### src/rtl/bus_router_pkg.sv
// rtl/bus_router_pkg.sv - shared types and constants for the bus router
package bus_router_pkg;

  localparam int DATA_W = 32;

  typedef enum logic [1:0] {
    ST_IDLE    = 2'd0,
    ST_ACTIVE  = 2'd1,
    ST_RESPOND = 2'd2,
    ST_FAULT   = 2'd3
  } state_e;

  typedef enum logic {
    CAUSE_UNMAPPED = 1'b0,
    CAUSE_TIMEOUT  = 1'b1
  } fault_cause_e;

endpackage

### src/rtl/bus_router_decode.sv
// rtl/bus_router_decode.sv - combinational region decoder; lowest matching target index wins
module bus_router_decode #(
  parameter int                               TARGETS     = 4,
  parameter int                               REGION_BITS = 4,
  parameter logic [TARGETS*REGION_BITS-1:0]   REGION_MAP  = {4'h3, 4'h2, 4'h1, 4'h0},
  parameter int                               IDX_W       = 2
) (
  input  logic [REGION_BITS-1:0] region_i,
  output logic                   hit_o,
  output logic [IDX_W-1:0]       index_o
);

  // Scan from the top down so the lowest matching entry is the last one written.
  always_comb begin
    hit_o   = 1'b0;
    index_o = '0;
    for (int k = TARGETS - 1; k >= 0; k--) begin
      if (REGION_MAP[k*REGION_BITS +: REGION_BITS] == region_i) begin
        hit_o   = 1'b1;
        index_o = IDX_W'(k);
      end
    end
  end

endmodule

### src/rtl/bus_router.sv
// rtl/bus_router.sv - single-initiator address router; define BUS_ROUTER_TIMEOUT_EN for the ACTIVE timeout
module bus_router
  import bus_router_pkg::*;
#(
  parameter int                             TARGETS     = 4,
  parameter int                             REGION_BITS = 4,
  parameter logic [TARGETS*REGION_BITS-1:0] REGION_MAP  = {4'h3, 4'h2, 4'h1, 4'h0},
  parameter int                             TIMEOUT     = 1024
) (
  input  logic                      i_clock,
  input  logic                      i_reset_n,
  input  logic                      i_request,
  input  logic                      i_rw,
  input  logic [DATA_W-1:0]         i_address,
  input  logic [DATA_W-1:0]         i_wdata,
  output logic [DATA_W-1:0]         o_rdata,
  output logic                      o_ready,
  output logic                      o_fault,
  output logic [TARGETS-1:0]        o_t_request,
  output logic                      o_t_rw,
  output logic [DATA_W-1:0]         o_t_address,
  output logic [DATA_W-1:0]         o_t_wdata,
  input  logic [TARGETS*DATA_W-1:0] i_t_rdata,
  input  logic [TARGETS-1:0]        i_t_ready,
  output logic                      o_fault_status,
  output logic                      o_fault_cause,
  output logic [DATA_W-1:0]         o_fault_address,
  input  logic                      i_fault_clear
);

  localparam int IDX_W = $clog2(TARGETS);

  if (TARGETS < 2 || TARGETS > 8 || TIMEOUT < 1) begin : g_cfg_check
    $error("bus_router: unsupported TARGETS or TIMEOUT");
  end

  state_e              state_q, state_d;
  logic [IDX_W-1:0]    idx_q, dec_idx;
  logic                dec_hit;
  logic [TARGETS-1:0]  treq_q;
  logic                rw_q;
  logic [DATA_W-1:0]   addr_q, wdata_q, rdata_q, faddr_q;
  logic                fstatus_q;
  logic [DATA_W-1:0]   t_rdata [TARGETS];
  logic                sel_ready, timeout_hit, fault_entry;

  bus_router_decode #(
    .TARGETS     (TARGETS),
    .REGION_BITS (REGION_BITS),
    .REGION_MAP  (REGION_MAP),
    .IDX_W       (IDX_W)
  ) u_decode (
    .region_i (i_address[DATA_W-1 -: REGION_BITS]),
    .hit_o    (dec_hit),
    .index_o  (dec_idx)
  );

  for (genvar k = 0; k < TARGETS; k++) begin : g_rdata
    assign t_rdata[k] = i_t_rdata[k*DATA_W +: DATA_W];
  end

  assign sel_ready = i_t_ready[idx_q];

`ifdef BUS_ROUTER_TIMEOUT_EN
  localparam int CNT_W = (TIMEOUT > 1) ? $clog2(TIMEOUT) : 1;
  logic [CNT_W-1:0] cnt_q;
  fault_cause_e     fcause_q;

  always_ff @(posedge i_clock) begin
    if (!i_reset_n || state_q != ST_ACTIVE) cnt_q <= '0;
    else                                    cnt_q <= cnt_q + CNT_W'(1);
  end

  assign timeout_hit = (cnt_q == CNT_W'(TIMEOUT - 1));

  always_ff @(posedge i_clock) begin
    if (!i_reset_n)         fcause_q <= CAUSE_UNMAPPED;
    else if (fault_entry)   fcause_q <= (state_q == ST_ACTIVE) ? CAUSE_TIMEOUT : CAUSE_UNMAPPED;
    else if (i_fault_clear) fcause_q <= CAUSE_UNMAPPED;
  end

  assign o_fault_cause = fcause_q;
`else
  assign timeout_hit   = 1'b0;
  assign o_fault_cause = 1'b0;
`endif

  always_ff @(posedge i_clock) begin
    if (!i_reset_n) state_q <= ST_IDLE;
    else            state_q <= state_d;
  end

  // Target ready wins over a timeout that expires in the same cycle.
  always_comb begin
    state_d = state_q;
    case (state_q)
      ST_IDLE:    if (i_request) state_d = dec_hit ? ST_ACTIVE : ST_FAULT;
      ST_ACTIVE: begin
        if (sel_ready)        state_d = ST_RESPOND;
        else if (timeout_hit) state_d = ST_FAULT;
      end
      ST_RESPOND: state_d = ST_IDLE;
      ST_FAULT:   state_d = ST_IDLE;
      default:    state_d = ST_IDLE;
    endcase
  end

  always_comb begin
    o_ready = 1'b0;
    o_fault = 1'b0;
    o_rdata = '0;
    case (state_q)
      ST_RESPOND: begin
        o_ready = 1'b1;
        o_rdata = rdata_q;
      end
      ST_FAULT: begin
        o_ready = 1'b1;
        o_fault = 1'b1;
      end
      default: ;
    endcase
  end

  always_ff @(posedge i_clock) begin
    if (!i_reset_n) begin
      treq_q  <= '0;
      rw_q    <= 1'b0;
      addr_q  <= '0;
      wdata_q <= '0;
      rdata_q <= '0;
      idx_q   <= '0;
    end else begin
      if (state_q == ST_IDLE && i_request && dec_hit) begin
        treq_q  <= TARGETS'(1) << dec_idx;
        rw_q    <= i_rw;
        addr_q  <= i_address;
        wdata_q <= i_wdata;
        idx_q   <= dec_idx;
      end else if (state_q == ST_ACTIVE && state_d != ST_ACTIVE) begin
        treq_q <= '0;
      end
      if (state_q == ST_ACTIVE && sel_ready) rdata_q <= t_rdata[idx_q];
    end
  end

  // A fault entry in the same cycle as a clear keeps the new record.
  assign fault_entry = (state_d == ST_FAULT) && (state_q != ST_FAULT);

  always_ff @(posedge i_clock) begin
    if (!i_reset_n) begin
      fstatus_q <= 1'b0;
      faddr_q   <= '0;
    end else if (fault_entry) begin
      fstatus_q <= 1'b1;
      faddr_q   <= (state_q == ST_IDLE) ? i_address : addr_q;
    end else if (i_fault_clear) begin
      fstatus_q <= 1'b0;
      faddr_q   <= '0;
    end
  end

  assign o_t_request     = treq_q;
  assign o_t_rw          = rw_q;
  assign o_t_address     = {{REGION_BITS{1'b0}}, addr_q[DATA_W-REGION_BITS-1:0]};
  assign o_t_wdata       = wdata_q;
  assign o_fault_status  = fstatus_q;
  assign o_fault_address = faddr_q;

endmodule
### config.mk
export PLATFORM = sky130hd
export DESIGN_NAME = bus_router
export DESIGN_NICKNAME = d
export VERILOG_FILES = /design/src/rtl/bus_router_pkg.sv /design/src/rtl/bus_router_decode.sv /design/src/rtl/bus_router.sv
export SDC_FILE = /design/constraint.sdc
export NUM_CORES = 1
export LEC_CHECK = 0
export ABC_AREA = 0
export BUFFER_PORTS_ARGS = -buffer_cell sky130_fd_sc_hd__buf_2
export CAP_MARGIN = 20
export CORE_ASPECT_RATIO = 1.2
export CORE_MARGIN = 2
export CORE_UTILIZATION = 35
export CTS_CLUSTER_SIZE = 14
export DETAILED_ROUTE_END_ITERATION = 7
export GPL_TIMING_DRIVEN = 1
export PLACE_DENSITY = 0.74
export SLEW_MARGIN = 20
export SYNTH_ARGS = -nofsm -noshare
export SYNTH_HDL_FRONTEND = slang
export SYNTH_HIERARCHICAL = 1
export SYNTH_SLANG_ARGS = --single-unit
### constraint.sdc
create_clock -name i_clock -period 4.1 [get_ports i_clock]
set_input_delay 1.025 -clock i_clock [delete_from_list [all_inputs] [get_ports i_clock]]
set_output_delay 1.025 -clock i_clock [all_outputs]
set_load 0.05 [all_outputs]
# Word level (Yosys, flattened, before mapping)
# Index checks and enable logic that the tools add are counted.
[word_totals] register_bits=138 input_bits=201 output_inout_bits=137 wordCells=59
[op_classes] n_lt_le_gt_ge=2 n_eq_ne=9 shift=1 n_mux=27 bitwise_logic=1 reduce_logical=10
[ops] cell="32-bit two-way mux" count=6
[ops] cell="32-bit binary-select mux with 2-bit select" count=1
[ops] cell="2-bit two-way mux" count=7
[ops] cell="1-bit two-way mux" count=9
[ops] cell="2-bit by 4-bit equality test with 1-bit output (first input constant)" count=2
[ops] cell="4-bit two-way mux" count=2
[ops] cell="2-bit equality test (second input constant)" count=3
[ops] cell="2-bit case mux with 3 select lines" count=1
[ops] cell="1-bit logical AND" count=5
[ops] cell="1-bit by 4-bit equality test with 1-bit output (first input constant)" count=1
[ops] cell="4-bit zero test" count=1
[ops] cell="2-bit nonzero test" count=2
[ops] cell="1-bit by 2-bit << shifter with 4-bit output (first input constant)" count=1
[ops] cell="3-bit >= comparator (second input constant)" count=1
[ops] cell="2-bit by 3-bit less-than comparator with 1-bit output (second input constant)" count=1
[ops] cell="2-bit NOT with 3-bit output" count=1
[ops] cell="1-bit binary-select mux with 2-bit select" count=1
[ops] cell="2-bit by 1-bit equality test with 1-bit output (second input constant)" count=1
[ops] cell="2-bit zero test" count=1
[ops] cell="2-bit by 1-bit != test with 1-bit output (second input constant)" count=1
[ops] cell="2-bit != test (second input constant)" count=1
[ops] cell="2-bit OR reduction" count=1

# Depth between registers and ports, before layout
[depth] depth_word=12 depth_mapped=7 depth_no_buf=5

# Hierarchy
# The synthesis kept the hierarchy.
[modules_own_cells] mod="bus_router" n_inst=1 cells_per_inst=670 area_each_um2=6074.6 seq_area_each_um2=2682.6
[modules_own_cells] mod="bus_router_decode" n_inst=1 cells_per_inst=3 area_each_um2=18.8 seq_area_each_um2=0.0

# Worst setup path after synthesis
# OpenSTA, ideal clock, no wires.
[synth_timing] path_type="register to output" startpoint="reg state_q[1]" endpoint="out o_rdata[0]" arrival_time_ps=1309 t_required_ps=3075 setup_slack_ps=1766 stages_incl_launch_ff=4 n_path_buf=1 path_cell_list="dfxtp_1 > nor2b_1 > clkbuf_1 > and2_1"
[synth_between] elab_chain_len=2
[synth_rtl] element="start: declaration" line="bus_router.sv:37" text="state_e state_q, state_d;"
[synth_rtl] element="start signal: assignment" line="bus_router.sv:90" text="else state_q <= state_d;"
[synth_rtl] element="2-bit equality test" line="bus_router.sv:112" text="case (state_q)"
[synth_rtl] element="32-bit two-way mux" line="bus_router.sv:112"
[synth_rtl] element="end: declaration" line="bus_router.sv:16" text="output logic [DATA_W-1:0] o_rdata,"
# Every way passes these cells.

# Final worst setup path
[layout_timing] startpoint="reg state_q[1]" endpoint="out o_rdata[12]"
# The elaborated chain is that of the path after synthesis.

==> results.json <==
{
  "ios": 338,
  "worst_pin_slew_ns": 0.937,
  "avgRoutedWirePerCell_um": 16.5,
  "slew-limit-headroom_pct": 37.4,
  "synthCells": 673,
  "worst_ir_drop_vdd_uv": 232,
  "p_per_area_nw_per_um2": 417,
  "setup_ws_ns": 0.895,
  "met2_length_um": 9650,
  "postRouteAntennaNets": 0,
  "yosysSeqAreaShare_pct": 44.0,
  "cts.sinks": 134,
  "cp_max_fo": 32,
  "p_leak_nw": 3.70,
  "root_buffer": "clkbuf_16",
  "yosysTopAreaCellShare_pct": 44.0,
  "grt_start_max_net_pins": 76,
  "min_period_over_period_pct": 78.2,
  "start_util_pct": 35.9,
  "design.die.area_um2": 18500,
  "hp-class": "flip-flop to flip-flop",
  "clock_path_buffers": 2,
  "dr_wl_met3_um": 1770,
  "drv_slew": 0,
  "insertion_delay_ns": 0.41,
  "grt_pass1_wl_um": 29200,
  "ys_warn_count": 6,
  "postCtsHoldBufs": 0,
  "drt_pass1_iterations": 4,
  "io_buffers": 332,
  "core_area_um2": 17000,
  "layout_common_cells": "buf_2 (332), dfxtp_1 (133), nand2_1 (126)",
  "cp.buffers_inverters": 1,
  "h-tree-depth": 4,
  "crit_arrival_ns": 2.18,
  "numCtsBuffers": 17,
  "rsz0062_at_grt": "no",
  "worstSetupPathType": "flip-flop to primary output",
  "area_growth_pct": 35.7,
  "critPathLaunchType": "flip-flop",
  "syn_area_um2": 6090,
  "fillers": 1606,
  "hold_violations": 0,
  "finClkSkew_ns": 0.00403,
  "die_h_um": 149,
  "row_count": 52,
  "antenna_found_initial": 4,
  "ys_types": 28,
  "drc": 0,
  "tritoncts": "done",
  "finalWirelength_um": 19400,
  "final_common_cell": "buf_2",
  "fin_util_pct": 48.7,
  "clkTransAtPathRegs_ns": 0.06,
  "synth_area_leaders": "dfxtp_1 (44%), mux4_2 (12%), a21oi_1 (8.1%), nand2_1 (7.8%), mux2i_1 (5.4%)",
  "endpoint_kind": "primary output",
  "status": "completed",
  "max_freq_mhz": 312,
  "synth_top_area_cell": "dfxtp_1",
  "die_x_um": 124,
  "grt_overflow": 0,
  "hpwl_um": 14600,
  "slowest_delay_ns": 0.68,
  "wl_met1_um": 7260,
  "grt_util_all_layers_pct": 20.4,
  "crit_chain": "nor2b_4, and2_1, buf_2",
  "max_cap_violations": 0,
  "cts_setup_buffers": 0,
  "gp_congestion": 0.781,
  "setup_tns_ns": 0,
  "top_layer": "met4",
  "viasPerCell": 4.87,
  "place_ws_ns": 1.12,
  "setup-violations-final": 0,
  "drtIter0Drc": 298,
  "post-route-min-period_ns": 3.21,
  "via_count": 5725,
  "required_ns": 3.07,
  "ys_ff_latch": 134,
  "drive_gt1_share_pct": 42.6,
  "cp_slowest_cell": "nor2b_4",
  "avgSynthCellArea_um2": 9.05,
  "grt_pass1_vias": 5471,
  "final_nets": 1148,
  "critical-path-top-delay-family": "simple AND/OR/NAND/NOR gates",
  "cts_resized": 0
}
## final timing paths
| path | startpoint | end | slack (ns) | depth (start not counted) |
|---|---|---|---|---|
| worst min register to register | o_t_wdata[24]$_SDFFE_PN0P_ | o_t_wdata[24]$_SDFFE_PN0P_ | 0.45 | 2 |
| worst max register to register | idx_q[1]$_SDFFE_PN0P_ | rdata_q[13]$_SDFFE_PN0P_ | 1.45 | 6 |
| worst min-delay path | o_t_wdata[24]$_SDFFE_PN0P_ | o_t_wdata[24]$_SDFFE_PN0P_ | 0.45 | 2 |
| worst max-delay path | state_q[1]$_SDFF_PN0_ | o_rdata[12] | 0.89 | 3 |
## cells by family (layout without fill, tap and decap cells)
logic type / after synthesis / in the layout / share of synthesized area (%)
AND/OR/NAND/NOR: 277 / 277 / 21.3
flip-flops: 134 / 134 / 44.0
AO/OA/AOI/OAI: 103 / 103 / 8.69
buffers and inverters: 92 / 373 / 8.46
multiplexers: 66 / 66 / 17.5
other: 1 / 7 / 0.0615
## worst register-to-register path, stage by stage (launching register included)
cell and delay [ns]:
dfxtp_1 0.43, buf_4 0.42, nand3b_1 0.19, o2bb2ai_4 0.79
buf_4 0.40, mux2i_1 0.23, nor2_1 0.06
## sequential cells by signal (all words and copies together), names as in the netlist
name and flops:
o_fault_status 1, o_t_wdata 32, o_t_request 4, rdata_q 32, addr_q 28, idx_q 2
state_q 2, o_fault_address 32, o_t_rw 1
## area by class of cell
cell class                 count  area, µm²  area share (%)
multi-input combinational    451       2960            35.8
tap                          216        270            3.27
sequential                   134       2680            32.5
clock inverter                 8        124            1.50
clock buffer                  22        474            5.74
inverter                       3       13.8           0.166
timing repair buffer         340       1730            21.0
antenna                        2       5.00          0.0605
## through the flow
stage	instances	hold WS [ns]	power (mW)	instance area, µm²
final	1176	0.449	3.45	8270
after global routing	1175	0.466	3.59	8270
after CTS	1174	0.451	3.48	8260
after detailed placement	1144	0.443	1.93	7660
after global placement	1144	0.439	1.92	7660
after floorplan	677	0.437	1.75	6110
## routing by layer
| layer | track usage [%] | vias to the layer above |
|---|---|---|
| met5 | 0 | - |
| met4 | 10.8 | 0 |
| met3 | 6.51 | 39 |
| met2 | 34.4 | 268 |
| met1 | 23.0 | 2633 |
| li1 | - | 2785 |
## power by group
group | total [mW] | internal (mW) | switching, mW
sequential | 1.38 | 1.35 | 0.0313
clock | 1.55 | 0.997 | 0.556
combinational | 0.510 | 0.182 | 0.328
## cells in the mapped netlist
cell type	count
a2111oi_0	1
a21oi_1	99
and2_1	34
buf_1	2
buf_2	13
buf_4	37
buf_6	2
clkbuf_1	35
conb_1	1
dfxtp_1	134
inv_1	2
inv_2	1
mux2_4	1
mux2i_1	33
mux4_2	32
nand2_1	126
nand3_1	2
nand3b_1	1
nor2_1	71
nor2b_1	1
nor3b_1	37
nor4b_1	1
nor4bb_1	1
o21a_1	1
o2bb2ai_1	1
o32ai_1	1
or3_1	1
or3b_1	2
Note: power is estimated with default switching activity, not from simulation.
